File: config.mk
export PLATFORM = sky130hd
export DESIGN_NAME = wb_regfile
export DESIGN_NICKNAME = d
export VERILOG_FILES = /design/src/rtl/wb_regfile.sv
export SDC_FILE = /design/constraint.sdc
export NUM_CORES = 2
export LEC_CHECK = 0
export CAP_MARGIN = 20
export CELL_PAD_IN_SITES_DETAIL_PLACEMENT = 1
export CELL_PAD_IN_SITES_GLOBAL_PLACEMENT = 1
export CORE_ASPECT_RATIO = 1.4
export CORE_MARGIN = 2
export CORE_UTILIZATION = 44
export DETAILED_ROUTE_END_ITERATION = 10
export PLACE_DENSITY = 0.78
export SLEW_MARGIN = 20
export SYNTH_ARGS = -nofsm -noshare
export SYNTH_HDL_FRONTEND = slang
export SYNTH_SLANG_ARGS = --single-unit
File: constraint.sdc
create_clock -name clk -period 2.15 [get_ports clk]
set_input_delay 0.215 -clock clk [delete_from_list [all_inputs] [get_ports clk]]
set_output_delay 0.215 -clock clk [all_outputs]
set_load 0.02 [all_outputs]
File: src/rtl/wb_regfile.sv
// Writeback stage: selects the writeback word and commits it to the general-purpose register file.
// Define REGFILE_BYPASS_EN to route a same-cycle write straight onto the decode read ports.
module wb_regfile #(
    parameter  int NUM_REGS = 32,
    parameter  int DATA_W   = 32,
    localparam int AW       = $clog2(NUM_REGS)
) (
    input  logic              clk,
    input  logic              rst,
    input  logic              Regfile_weW,
    input  logic [1:0]        regSrc_muxW,
    input  logic [DATA_W-1:0] aluOutW,
    input  logic [DATA_W-1:0] readDataW,
    input  logic [DATA_W-1:0] pcPlus8W,
    input  logic [AW-1:0]     writeRegAddrW,
    input  logic [AW-1:0]     readAddr1D,
    input  logic [AW-1:0]     readAddr2D,
    output logic [DATA_W-1:0] readData1D,
    output logic [DATA_W-1:0] readData2D,
    output logic [DATA_W-1:0] wbDataW,
    output logic              wbWeW,
    output logic [AW-1:0]     wbAddrW
);

    logic [DATA_W-1:0] r_regs [NUM_REGS];
    logic [DATA_W-1:0] w_wb_data;
    logic              w_wb_we;
    logic [DATA_W-1:0] w_rd1;
    logic [DATA_W-1:0] w_rd2;

    // Writeback source mux; the reserved encoding falls back to the ALU result.
    always_comb begin
        w_wb_data = aluOutW;
        case (regSrc_muxW)
            2'b00:   w_wb_data = aluOutW;
            2'b01:   w_wb_data = readDataW;
            2'b10:   w_wb_data = pcPlus8W;
            default: w_wb_data = aluOutW;
        endcase
    end

    // Register 0 is hardwired, so a write aimed at it is never qualified.
    assign w_wb_we = Regfile_weW && (writeRegAddrW != {AW{1'b0}});

    // Register array: synchronous clear wins over any write presented in the same cycle.
    always_ff @(posedge clk) begin
        if (rst) begin
            for (int i = 0; i < NUM_REGS; i++) begin
                r_regs[i] <= {DATA_W{1'b0}};
            end
        end else if (w_wb_we) begin
            r_regs[writeRegAddrW] <= w_wb_data;
        end else begin
            r_regs[writeRegAddrW] <= r_regs[writeRegAddrW];
        end
    end

    // Decode read port 1; address 0 reads as zero on every path.
    always_comb begin
        w_rd1 = {DATA_W{1'b0}};
        if (readAddr1D == {AW{1'b0}}) begin
            w_rd1 = {DATA_W{1'b0}};
`ifdef REGFILE_BYPASS_EN
        end else if (w_wb_we && (readAddr1D == writeRegAddrW)) begin
            w_rd1 = w_wb_data;
`endif
        end else begin
            w_rd1 = r_regs[readAddr1D];
        end
    end

    // Decode read port 2, identical in structure to port 1.
    always_comb begin
        w_rd2 = {DATA_W{1'b0}};
        if (readAddr2D == {AW{1'b0}}) begin
            w_rd2 = {DATA_W{1'b0}};
`ifdef REGFILE_BYPASS_EN
        end else if (w_wb_we && (readAddr2D == writeRegAddrW)) begin
            w_rd2 = w_wb_data;
`endif
        end else begin
            w_rd2 = r_regs[readAddr2D];
        end
    end

    assign readData1D = w_rd1;
    assign readData2D = w_rd2;
    assign wbDataW    = w_wb_data;
    assign wbWeW      = w_wb_we;
    assign wbAddrW    = writeRegAddrW;

endmodule

; ---- After elaboration in Yosys (flattened, before gate mapping)
; Memories as Yosys holds them, arrays and structs flattened.
; Cells that the tools add are included.
[totals]
romBits = 0
mem_count = 1
word_cells = 26
latch_bits = 0
output_inout_bits = 102
in_bits = 116
ramBits = 1024
regBits = 0
[mem_list]
columns = memory, words, word_bits, read_ports, rd_ports_with_merged_regs, wr, line_no
row1 = r_regs, 32, 32, 2, 0, 32, 25  ; logic [DATA_W-1:0] r_regs [NUM_REGS];
[classes]
n_shift = 0
eq_ne = 3
div = 0
muxes = 15
bitwise = 1
order_cmp = 0
reduce_logical = 6
add_sub_neg = 0
multipliers = 0
[ops]
columns = op, count
row1 = $mux 32, 4
row2 = $pmux 32 s2, 1
row3 = $reduce_or 32->1, 1
row4 = $logic_not 5->1, 2
row5 = $mux 1, 9
row6 = $mux 5, 1
row7 = $reduce_bool 5->1, 1
row8 = $eq 2x1->1 const B, 1
row9 = $eq 2x2->1 const B, 1
row10 = $reduce_and 2->1, 1
row11 = $logic_and 1x1->1, 1
row12 = $ne 0x0->1, 1
row13 = $or 1x1->1, 1

; ---- Depth between registers and ports, before layout
[logic_depth]
depth_word = 9
ltp_mapped = 8
depth_no_buf = 6

; ---- Least setup slack after synthesis
; Ideal clock, no wire load.
[synth_timing]
path_type = input -> register
startpoint = in writeRegAddrW[1]
endpoint = mem r_regs[12][0] (enable)
stages = 3
setup_ns = 0.394
path_buffers = 0
required_ns = 1.756
slack_ns = 0.056
t_arrival_ns = 1.700
cell_sequence = nor4b_2 nand2_1 nand2b_1
[synth_rtl]
columns = item, line_no
row1 = from (decl), 15  ; input logic [AW-1:0] writeRegAddrW,
row2 = to (decl), 25

==> impl_results.md <==
* Status: complete, but fails checks
* Failing checks: setup timing
* DP Area at approximately 62000 um2
* Count of input and output buffers at approximately 220
* Register clock-pin slew on the reported worst setup and hold paths at 70 ps
* Number of flip-flops in the largest register at ~1000
* Wire length of the first global-routing pass at approximately 330000 um
* Gate count of the mapped netlist at roughly 3800
* Max-slew violation total from the final report at 0
* Layout fillers at roughly 11000
* Boundary pin count at 218
* Critical Path Source Type: register
* Most instantiated flip-flop cell in the synthesis netlist: edfxtp_1
* Total congestion overflow at 0
* Crit path DAT at roughly 2700 ps
* Number of cell rows at about 150
* Cell chosen for the clock root: clkbuf_16
* Period utilization at 136%
* Standby leakage power at between 20 and 25 nW
* Area growth, synth to finish at 27.0%
* Count of clock tree sinks at 1024
* Registers with the highest flip-flop counts: r_regs x1024
* Vias per inst at roughly 7
* Portion of the post-synthesis area used by sequential elements at 57.7%
* Post-Route Setup TNS at -32190 ps
* Detailed Route WL at roughly 250000 um
* Post-Synthesis Mean Instance Area at around 14 um2
* CTS H-tree depth at 3
* Number of distinct library cells after synthesis at 42
* Total vias in the final route at about 43000
* Unrepaired setup endpoints after global routing: true
* Maximum vdd drop at between 0.5 and 0.6 mV
* CORE AREA at approximately 120000 um2
* Largest net degree at the start of global routing at 46
* Final setup violation count at between 60 and 70
* Number of register bits inferred by synthesis at between 1000 and 1500
* Critical Path Sink Type: output pin
* Cell area after technology mapping at 53300 um2
* Synth warn at 0
* Cell area after layout at ~68000 um2
* Category of the critical setup timing path: register to output pin
* Die extent in x at between 200 and 300 um
* Fin. Hold Viols at 0
* Highest clock rate at 0.341 GHz
* Die outline area at approximately 120000 um2
* Number of antenna violations at the first check in global routing at 6
* Vias in the first global route at around 45000
* Number of DRC violations after detailed-routing iteration 0 at approximately 7000
* Slew Limit Headroom at 50.8%
* Footprint of the multi-input gates at approximately 23000 um2
* Die Height at 416 um
* Post-route core utilization at 56.2%
* # nets final at ~4500
* Max FO, Critical Path at 2
* Clock tree from TritonCTS: done
* End point of the critical path: readData2D[23]
* Worst setup timing slack at the placement stage at -915 ps
* Top reg by flops: r_regs
* Hold path start: rst
* Drt pass-1 iters at 5
* Final Worst Setup Slack at -778 ps
* Number of buffers added by the clock tree synthesis step at between 90 and 100
* Post-detailed-placement half-perimeter wirelength at 158000 um
* Class of the most critical hold timing path: input pin to register
* Fraction of layout instances using a drive strength above 1 at about two fifths
* Average detailed-routed wire length per instance at 41.0 um
* Initial core utilization at 44.2%
* Maximum capacitance violations at 0
* Overall power at ~0.051 W
* EDFF count, synth at a little over 1000
* Data required time of the critical path at just under 2000 ps
* Sequential cell area at between 30000 and 40000 um2
* Final ANT Viol Nets at 0
* Drc violations at 0
* Max Root-Sink Buffers at 3
* Ys async rst share at 0%
* Overall global routing resource usage at approximately two fifths
* Ratio of total power to cell area at between 700 and 800 nW/um2
* Crit path time final at approximately 3000 ps
* Commonest cells after routing, fill and taps aside: nor2_1 (1024), edfxtp_1 (1024), buf_4 (489)
* Gpl congestion at approximately 0.94
* Crit. Startpoint: r_regs[22][23]
* Worst Max-Slew Pin Slew at between 700 and 800 ps
[kinds of logic (layout without fill, tap and decap cells)]
logic type / after synthesis / after routing / share of synthesized area, %
simple gates: 1218 / 1218 / 9.25
buf+inv: 452 / 1061 / 4.26
flops: 1024 / 1024 / 57.7
compound gates: 431 / 431 / 5.70
fa+ha+maj: 2 / 2 / 0.0469
other cells: 1 / 35 / 0.00703
mux: 640 / 640 / 23.1
[synthesized netlist by cell type (all sizes together), types with 2 or more instances]
| cell | n | area share [%] |
|---|---|---|
| a211oi | 64 | 0.90 |
| a21oi | 32 | 0.30 |
| a221oi | 46 | 0.76 |
| a22oi | 96 | 1.4 |
| a311oi | 64 | 1.1 |
| and2 | 2 | 0.023 |
| and3b | 2 | 0.033 |
| buf | 168 | 2.3 |
| clkbuf | 248 | 1.7 |
| edfxtp | 1024 | 58 |
| ha | 2 | 0.047 |
| inv | 36 | 0.25 |
| mux2 | 64 | 1.4 |
| mux2i | 128 | 2.4 |
| mux4 | 448 | 19 |
| nand2 | 68 | 0.48 |
| nand2b | 33 | 0.39 |
| nor2 | 1032 | 7.3 |
| nor2b | 68 | 0.83 |
| nor3b | 3 | 0.042 |
| nor4bb | 2 | 0.038 |
| o2111ai | 18 | 0.30 |
| o21ai | 110 | 1.0 |
| or2 | 2 | 0.023 |
| or4 | 2 | 0.042 |
[layer usage]
layer	GRT usage (%)	wire length, um	up-vias
li1	-	-	15600
met1	43.4	74900	21600
met2	59.5	112000	4653
met3	11.4	34600	1464
met4	33.9	25500	10
met5	0	71	-
[report_power, final]
| part | internal (W) | switching (W) |
|---|---|---|
| logic | 0.00415 | 0.00568 |
| clock network | 0.00889 | 0.00799 |
| registers | 0.0231 | 0.000740 |
[stage by stage]
stage / instances / hold slack, ps
6_report: 6017 / 225
4_1_cts: 6010 / 166
3_3_place_gp: 5812 / 944
3_5_place_dp: 5812 / 968
5_1_grt: 6015 / 213
2_1_floorplan: 3799 / 492
[worst min-delay path by stage]
stage | end | slack [ps] | cells past startpoint
after floorplan | r_regs[4][27] | 490 | 2
after global placement | r_regs[0][13] | 940 | 2
after detailed placement | r_regs[0][14] | 970 | 2
after CTS | r_regs[0][13] | 170 | 2
after global routing | r_regs[0][13] | 210 | 2
final | r_regs[0][13] | 220 | 2
[timing repair]
action                                 4_1_cts  5_1_grt
resized for setup                          536      183
cloned                                       3        0
setup endpoints to repair                   96      122
hold buffers                                 0        0
setup buffers                               46       13
endpoints found under the hold margin        0        0
pin swaps                                   74       66
[critical path, stage by stage (launching register included)]
cell and delay [ps]:
edfxtp_1 420, mux4_2 500, a22oi_2 590, a311oi_2 230
buf_4 210
[final cells by class]
type                    count  area share (%)
flip-flops and latches   1024            45.4
multi-input cells        2323            33.6
repair buffers            853            13.4
clock buffers             119            3.71
well taps                1606            2.97
clock inverters            53           0.621
inverters                  36           0.203
diodes                      3          0.0111
Note: power is estimated with default switching activity, not from simulation.
